==> config.mk <==
export PLATFORM = sky130hd
export DESIGN_NAME = tx_burst_ctrl
export DESIGN_NICKNAME = d
export VERILOG_FILES = /design/src/rtl/tx_burst_ctrl.sv
export SDC_FILE = /design/constraint.sdc
export NUM_CORES = 1
export LEC_CHECK = 0
export ABC_CLOCK_PERIOD_IN_PS = 1900
export BUFFER_PORTS_ARGS = -buffer_cell sky130_fd_sc_hd__buf_4
export CORE_MARGIN = 2
export CORE_UTILIZATION = 45
export DETAILED_ROUTE_END_ITERATION = 7
export PLACE_DENSITY = 0.72
export SKIP_LAST_GASP = 1
export SLEW_MARGIN = 10
export SYNTH_ARGS = -nofsm -noshare
export SYNTH_HDL_FRONTEND = slang
export SYNTH_SLANG_ARGS = --single-unit
export TNS_END_PERCENT = 20
==> constraint.sdc <==
create_clock -name inClock -period 1.9 [get_ports inClock]
set_input_delay 0.19 -clock inClock [delete_from_list [all_inputs] [get_ports inClock]]
set_output_delay 0.19 -clock inClock [all_outputs]
set_load 0.01 [all_outputs]
==> src/rtl/tx_burst_ctrl.sv <==
// tx_burst_ctrl: paces input-FIFO reads into the MSK modulator for one frame, then drains a
// fixed tail before pulsing done. Optional FILL watchdog enabled by defining TX_TIMEOUT_EN.
module tx_burst_ctrl #(
    parameter int FRAME_W        = 8,
    parameter int COUNT_W        = 8,
    parameter int TAIL_CYCLES    = 16,
    parameter int TIMEOUT_CYCLES = 1024
) (
    input  logic               inClock,
    input  logic               inReset,
    input  logic               inStart,
    input  logic [FRAME_W-1:0] inFrameLen,
    input  logic [COUNT_W-1:0] inFifoCount,
    input  logic               inFifoEmpty,
    input  logic               inCoderReady,
    output logic               outFifoReadEnable,
    output logic               outCoderEmpty,
    output logic               outBusy,
    output logic               outDone,
    output logic               outUnderflow,
    output logic               outTimeout,
    output logic [FRAME_W-1:0] outBitCount,
    output logic [2:0]         outState
);

    // Handshake: inCoderReady is a request with no back-pressure. Every cycle it is high in
    // SEND with the FIFO non-empty yields exactly one outFifoReadEnable one cycle later.
    typedef enum logic [2:0] {
        IDLE = 3'd0,
        FILL = 3'd1,
        SEND = 3'd2,
        TAIL = 3'd3,
        DONE = 3'd4
    } stateType;

    localparam int CMP_W  = (FRAME_W > COUNT_W) ? FRAME_W : COUNT_W;
    localparam int TAIL_W = $clog2(TAIL_CYCLES + 1);

    if (TAIL_CYCLES < 1 || TIMEOUT_CYCLES < 1) begin : gParamCheck
        $error("tx_burst_ctrl: TAIL_CYCLES and TIMEOUT_CYCLES must be >= 1");
    end

    stateType           state;
    stateType           nextState;
    logic [FRAME_W-1:0] frameLen;
    logic [FRAME_W-1:0] bitCount;
    logic [FRAME_W-1:0] bitNext;
    logic [TAIL_W-1:0]  tailCount;
    logic [CMP_W-1:0]   countExt;
    logic [CMP_W-1:0]   lenExt;
    logic               readEnable;
    logic               underflow;
    logic               zeroDone;
    logic               fillReady;
    logic               timeoutExpired;
    logic               acceptStart;
    logic               zeroStart;
    logic               issueBit;
    logic               underflowHit;

    assign countExt  = CMP_W'(inFifoCount);
    assign lenExt    = CMP_W'(frameLen);
    assign fillReady = (countExt >= lenExt);
    assign bitNext   = bitCount + FRAME_W'(1);

    always_comb begin
        nextState    = state;
        acceptStart  = 1'b0;
        zeroStart    = 1'b0;
        issueBit     = 1'b0;
        underflowHit = 1'b0;
        case (state)
            IDLE: begin
                if (inStart) begin
                    if (inFrameLen != '0) begin
                        acceptStart = 1'b1;
                        nextState   = FILL;
                    end else begin
                        zeroStart = 1'b1;
                    end
                end
            end
            FILL: begin
                if (fillReady)           nextState = SEND;
                else if (timeoutExpired) nextState = DONE;
            end
            SEND: begin
                if (inCoderReady) begin
                    if (inFifoEmpty) begin
                        // Truncate the frame rather than stall the modulator mid-burst.
                        underflowHit = 1'b1;
                        nextState    = TAIL;
                    end else begin
                        issueBit = 1'b1;
                        if (bitNext == frameLen) nextState = TAIL;
                    end
                end
            end
            TAIL: begin
                if (tailCount == TAIL_W'(TAIL_CYCLES - 1)) nextState = DONE;
            end
            DONE: nextState = IDLE;
            default: nextState = IDLE;
        endcase
    end

    always_ff @(posedge inClock or negedge inReset) begin
        if (!inReset) state <= IDLE;
        else          state <= nextState;
    end

    always_ff @(posedge inClock or negedge inReset) begin
        if (!inReset) begin
            frameLen   <= '0;
            bitCount   <= '0;
            readEnable <= 1'b0;
            underflow  <= 1'b0;
            zeroDone   <= 1'b0;
            tailCount  <= '0;
        end else begin
            readEnable <= issueBit;
            zeroDone   <= zeroStart;
            if (acceptStart) begin
                frameLen  <= inFrameLen;
                bitCount  <= '0;
                underflow <= 1'b0;
            end else begin
                if (issueBit)     bitCount  <= bitNext;
                if (underflowHit) underflow <= 1'b1;
            end
            if (state == TAIL) tailCount <= tailCount + TAIL_W'(1);
            else               tailCount <= '0;
        end
    end

`ifdef TX_TIMEOUT_EN
    localparam int TO_W = $clog2(TIMEOUT_CYCLES + 1);

    logic [TO_W-1:0] fillCycles;
    logic            timeoutFlag;

    always_ff @(posedge inClock or negedge inReset) begin
        if (!inReset) begin
            fillCycles  <= '0;
            timeoutFlag <= 1'b0;
        end else begin
            if (state == FILL) fillCycles <= fillCycles + TO_W'(1);
            else               fillCycles <= '0;
            if (acceptStart)
                timeoutFlag <= 1'b0;
            else if (state == FILL && !fillReady && timeoutExpired)
                timeoutFlag <= 1'b1;
        end
    end

    assign timeoutExpired = (fillCycles == TO_W'(TIMEOUT_CYCLES - 1));
    assign outTimeout     = timeoutFlag;
`else
    assign timeoutExpired = 1'b0;
    assign outTimeout     = 1'b0;
`endif

    assign outFifoReadEnable = readEnable;
    assign outCoderEmpty     = (state != SEND);
    assign outBusy           = (state != IDLE);
    assign outDone           = (state == DONE) | zeroDone;
    assign outUnderflow      = underflow;
    assign outBitCount       = bitCount;
    assign outState          = state;

endmodule
==> results.yml, run 1 <==
cts:
  cts_buffers: 3
  clkSlewWorstSetupHoldPaths_ns: 0.09
  ctsRootBufferMaster: "clkbuf_8"
  cts_tree: "done"
  htree_levels: 1
  insertion_delay_ns: 0.27
  clockBufferDepth: 2
  cts.sinks: 27
global_routing:
  grt_use_total_pct: 19.5
  grt-ovfl-total: 0
  grt_pass1_vias: 1371
  grt_max_degree: 28
  grt_antenna_before_repair: 0
  grt_pass1_wl_um: 6330
yosys:
  synth_top_family_by_area: "simple AND/OR/NAND/NOR gates"
  synth_area_leaders: "dfrtp_1, ha_1, o21ai_0"
  synthMuxAreaShare_pct: 0.677
  synthAdderAreaFrac_pct: 8.28
  yosysTopAreaCellShare_pct: 40.6
  yosysWarnings: 0
  ys.flop_type: "dfrtp_1"
  synth_compound_gate_area_share_pct: 16.2
  yosysSeqAreaShare_pct: 40.6
  synth_seq_cells: 27
  synth-edff-count: 0
  synth_cell_types: 50
  syn_area_mm2: 0.00166
  netlist_instances: 183
  synth_xor_xnor_area_share_pct: 5.27
  syn_area_per_cell_um2: 9.09
  yosys.area_share.simple_pct: 23.9
  syn-num-nets: 215
  synth_area_leader_cell: "dfrtp_1"
  synth_common_cells: "dfrtp_1, nand2_1, o21ai_0"
  synthArstFlopShare_pct: 100
  synth_most_common_cell: "dfrtp_1"
setup_path:
  crit_cells: 6
  critical_path_arrival_ns: 2.01
  r2r_cells: 6
  crit_required_ns: 2.09
  path_buf_inv: 0
  path_cells: "ha_1, nand2b_1, a2111o_1, a21oi_2, and3b_1, a211oi_2"
  critPathKind: "reg -> reg"
  end_kind: "flip-flop"
  cp_slowest_cell: "a2111o_1"
  max_stage_delay_ns: 0.42
  cp-start-kind: "flip-flop"
  path_max_fanout: 3
  cp_top_family: "compound AO/OA/AOI/OAI gates"
place:
  post-place-cells: 275
  place_area_mm2: 0.00206
  gp_congestion: 0.818
  hpwl_um: 2910
  io_buffers: 36
  preCtsSetupSlack_ns: 0.0215
cells_and_area:
  final_cells: 282
  fin_nets: 267
  diodes: 0
  drive_gt1_share_pct: 29.5
  area_growth_syn_to_layout_pct: 29.6
  fin_area_mm2: 0.00216
hold_path:
  hold_class: "in -> reg"
  holdPathStages: 3
drt:
  firstDrtPassIters: 4
  wirelength_um: 3770
  viasPerCell: 5.17
  vias: 1458
  drcViolationCount: 0
  drt_iter0_drc: 89
  ant_nets: 0
  wl_per_cell_um: 13.4
sta:
  rsz0062_at_grt: "true"
  fin_crit_ns: 1.81
  hold_viol: 0
  final.setup_skew_ns: 0.00190
  slew_headroom_pct: 63.4
  fin_ws_ns: 0.0884
  fin_setup_tns_ns: 0
  setup_viol: 0
  timing.fmax_ghz: 0.552
  period_share_pct: 95.3
  maxSlewViolCount: 0
  worstMarginPinSlew_ns: 0.544
power_and_ir_drop:
  p_leak_uw: 0.00103
  ir_worst_vdd_mv: 0.931
  p_per_area_mw_per_mm2: 1230
floorplanning:
  ios: 38
  die_area_mm2: 0.00420
  core_area_mm2: 0.00361
  rows: 22
  start_util_pct: 46.1
  dieWidth_um: 64.8
  die_height_um: 64.8
flow_run:
  drv_cap: 0
status:
  status: "finished, final reports clean"
final timing paths:
path                                from           end  slack [ns]
setup reg to reg             frameLen[0]   outState[0]        0.09
hold reg to reg             tailCount[0]  tailCount[0]        0.47
min in group asynchronous        inReset  tailCount[3]        0.36
max in group asynchronous        inReset  tailCount[4]        1.28
hold / removal             inFrameLen[1]   frameLen[1]        0.14
setup / recovery             frameLen[0]   outState[0]        0.09
what timing repair did:
| item | in CTS | in global routing |
|---|---|---|
| hold buffers | 1 | 0 |
| setup endpoints to repair | 0 | 2 |
| gates resized for setup | 0 | 5 |
| endpoints found under the hold margin | 27 | 0 |
| setup buffers | 0 | 2 |
kinds of logic after synthesis:
family,count (synthesis)
other cells,1
flops,27
xor+xnor,10
mux,1
buf+inv,19
simple gates,72
fa+ha+maj,11
compound gates,42
tightest hold or removal path, cell delays in order:
cell,delay (ns)
buf_4,0.09
nand2_1,0.04
o21ai_0,0.06
metrics by stage:
stage | power, uW | hold slack [ns] | utilization (%)
2_1_floorplan | 1710 | -0.106 | -
3_3_place_gp | 2220 | 0.129 | 57.2
3_5_place_dp | 2250 | 0.125 | 57.2
4_1_cts | 2580 | 0.135 | 58.8
5_1_grt | 2890 | 0.139 | 59.8
6_report | 2650 | 0.140 | 59.8
metal layers:
| layer | global-route usage (%) | vias to the layer above | wire length (um) |
|---|---|---|---|
| li1 | - | 749 | - |
| met1 | 26.7 | 678 | 1870 |
| met2 | 32.7 | 29 | 1780 |
| met3 | 2.95 | 2 | 113 |
| met4 | 3.99 | 0 | 16 |
| met5 | 0 | - | 0 |
flip-flops by register name, summed over array words and instances (netlist names):
name	flops
frameLen	8
outBitCount	8
tailCount	5
outState	3
outFifoReadEnable	1
outUnderflow	1
zeroDone	1
power by group:
group	switching, uW	internal [uW]
Combinational	744	710
Sequential	128	747
Clock	178	147
cell type report:
class,instances,area [um^2]
tap,48,60.1
clock inverter,1,5.00
sequential,27,676
fill,316,1450
clock buffer,3,41.3
timing repair buffer,52,393
multi-input combinational,137,928
inverter,14,52.6
cell usage in the layout, fill, tap and decap left out, drive strengths merged, types with 2 or more instances in the layout:
cell type,netlist,routed
buf,3,51
and3,3,3
inv,14,14
xnor2,6,6
or3b,2,2
and2,3,3
xor2,4,4
nor2,15,15
dfrtp,27,27
ha,11,11
nand2b,4,4
nor3b,2,2
o31ai,4,4
o21ai,18,18
a21oi,8,8
nor4,5,5
clkbuf,2,3
nand3,5,5
nand2,21,21
nand4,2,2
nor3,2,2
o311ai,2,2
a31oi,2,2
Power figures use the tool's default switching activity.
==> run 2, diff against run 1 <==
--- a/config.mk
+++ b/config.mk
@@ -7,6 +7,7 @@
 export LEC_CHECK = 0
 export ABC_CLOCK_PERIOD_IN_PS = 1900
 export BUFFER_PORTS_ARGS = -buffer_cell sky130_fd_sc_hd__buf_4
+export CORE_ASPECT_RATIO = 0.8
 export CORE_MARGIN = 2
 export CORE_UTILIZATION = 45
 export DETAILED_ROUTE_END_ITERATION = 7
==> run 2 against run 1 <==
Compared with the run above:
- via count up 0.75%
- combinational power down 5%
- sequential power up 2%
- count of clock-buffer cells in the layout up 1
- global-route usage down 0.35 points
- register-to-register slack worse by 0.05 ns
==> results.yml, run 2 (synthesized netlist as in run 1, its figures left out) <==
cts:
  ctsRootBufferMaster: "clkbuf_8"
  cts_buffers: 3
  insertion_delay_ns: 0.27
  cts.sinks: 27
  clockBufferDepth: 2
  htree_levels: 1
  cts_setup_buffers: 0
  cts_tree: "done"
  clkSlewWorstSetupHoldPaths_ns: 0.09
place:
  preCtsSetupSlack_ns: 0.0636
  gp_congestion: 0.844
  place_area_mm2: 0.00206
  hpwl_um: 2940
  post-place-cells: 270
  io_buffers: 36
drt:
  routed-wl-met2_um: 1580
  wl_met1_um: 1880
  firstDrtPassIters: 4
  wl_per_cell_um: 13.3
  wirelength_um: 3670
  viasPerCell: 5.34
  highest_layer: "met4"
  vias: 1469
  ant_nets: 0
  wl_met3_um: 186
  drcViolationCount: 0
  drt_iter0_drc: 88
setup_path:
  r2r_cells: 7
  end_kind: "flip-flop"
  path_max_fanout: 3
  rr_startpoint: "frameLen[7]"
  ff2ff_setup_slack_ns: 0.04
  crit_required_ns: 2.10
  critPathKind: "reg -> reg"
  reg2reg_to: "outState[1]"
  cp-start-kind: "flip-flop"
  critical_path_arrival_ns: 2.06
global_routing:
  grt_use_total_pct: 19.1
  grt_antenna_before_repair: 0
  grt_max_degree: 28
  grt-ovfl-total: 0
  grt_pass1_wl_um: 6150
  grt_pass1_vias: 1366
sta:
  worstMarginPinSlew_ns: 0.497
  fin_crit_ns: 1.86
  setup_viol: 0
  timing.fmax_ghz: 0.539
  period_share_pct: 97.7
  maxSlewViolCount: 0
  final.setup_skew_ns: 0.000997
  rsz0062_at_grt: "true"
  whs_ns: 0.137
  fin_ws_ns: 0.0431
  hold_viol: 0
  slew_headroom_pct: 66.6
floorplanning:
  die_area_mm2: 0.00420
  dieWidth_um: 72.0
  die_height_um: 58.4
  ios: 38
  start_util_pct: 47.6
  core_area_mm2: 0.00349
  rows: 19
power_and_ir_drop:
  p_per_area_mw_per_mm2: 1220
  internal-power_uw: 1570
  p_switching_uw: 1010
  seqPwrFrac_pct: 34.4
  power_uw: 2580
  p_leak_uw: 0.00102
  p_clk_share_pct: 12.3
  pwr-share-comb_pct: 53.2
  ir_worst_vdd_mv: 0.915
  p_sw_share_pct: 39.1
cells_and_area:
  fin_area_mm2: 0.00212
  final_cells: 275
  fin_nets: 266
  drive_gt1_share_pct: 27.5
  diodes: 0
  layout_commonest_cell: "buf_4"
  area_growth_syn_to_layout_pct: 27.8
  most-common-layout-cells: "buf_4, dfrtp_1, nand2_1"
hold_path:
  hold_class: "in -> reg"
  holdPathStages: 3
  whs_endpoint: "frameLen[3]"
  worstHoldStart: "inFrameLen[3]"
flow_run:
  drv_cap: 0
status:
  status: "finished, final reports clean"
[run 2: changes by cell type in the layout (fill, tap and decap cells not counted), sizes merged]
cell	change
clkbuf	+1
clkinv	-1
buf	-1
[run 2: timing repair]
action | CTS | global route
endpoints found under the hold margin | 27 | 0
gates resized for setup | 0 | 1
hold buffers | 1 | 0
endpoints found under the setup margin | 0 | 3
[run 2: layout make-up]
class / count / area [um^2]
Sequential cell: 27 / 676
Clock buffer: 4 / 45.0
Multi-Input combinational cell: 137 / 913
Fill cell: 308 / 1370
Tap cell: 42 / 52.6
Timing Repair Buffer: 51 / 385
Inverter: 14 / 52.6
[run 2: routing by layer]
metal | up-vias | GRT usage, %
li1 | 747 | -
met1 | 676 | 28.8
met2 | 44 | 29.0
met3 | 2 | 3.60
met4 | 0 | 4.04
met5 | - | 0
[run 2: power by group through the flow]
stage | sequential [uW] | clock, uW | combinational (uW)
after global placement | 900 | 0 | 1330
final | 890 | 319 | 1380
after floorplan | 943 | 0 | 763
after global routing | 916 | 356 | 1540
after CTS | 893 | 331 | 1360
after detailed placement | 905 | 0 | 1360
[run 2: how the worst max path moves through the flow]
stage	cells after the start	endpoint	startpoint	slack, ns
floorplan	6	outState[0]	outBitCount[0]	0.09
global placement	6	outState[0]	frameLen[0]	0.09
detailed placement	6	outState[0]	frameLen[0]	0.06
CTS	6	outState[0]	frameLen[0]	0.05
global route	7	outState[1]	frameLen[7]	-0.02
finish	7	outState[1]	frameLen[7]	0.04
[run 2: stage by stage]
stage	setup TNS [ns]	utilization, %
after floorplan	0	-
after global placement	0	59.0
after detailed placement	0	59.0
after CTS	0	60.6
after global routing	-0.0390	60.8
final	0	60.8
[run 2: worst max-delay path, stage by stage (launching register included)]
cell and delay (ns):
dfrtp_1 0.36, inv_1 0.07, ha_1 0.29, nand2_1 0.07, nor4_1 0.27, a21oi_1 0.15
or3b_2 0.45, a21oi_1 0.13
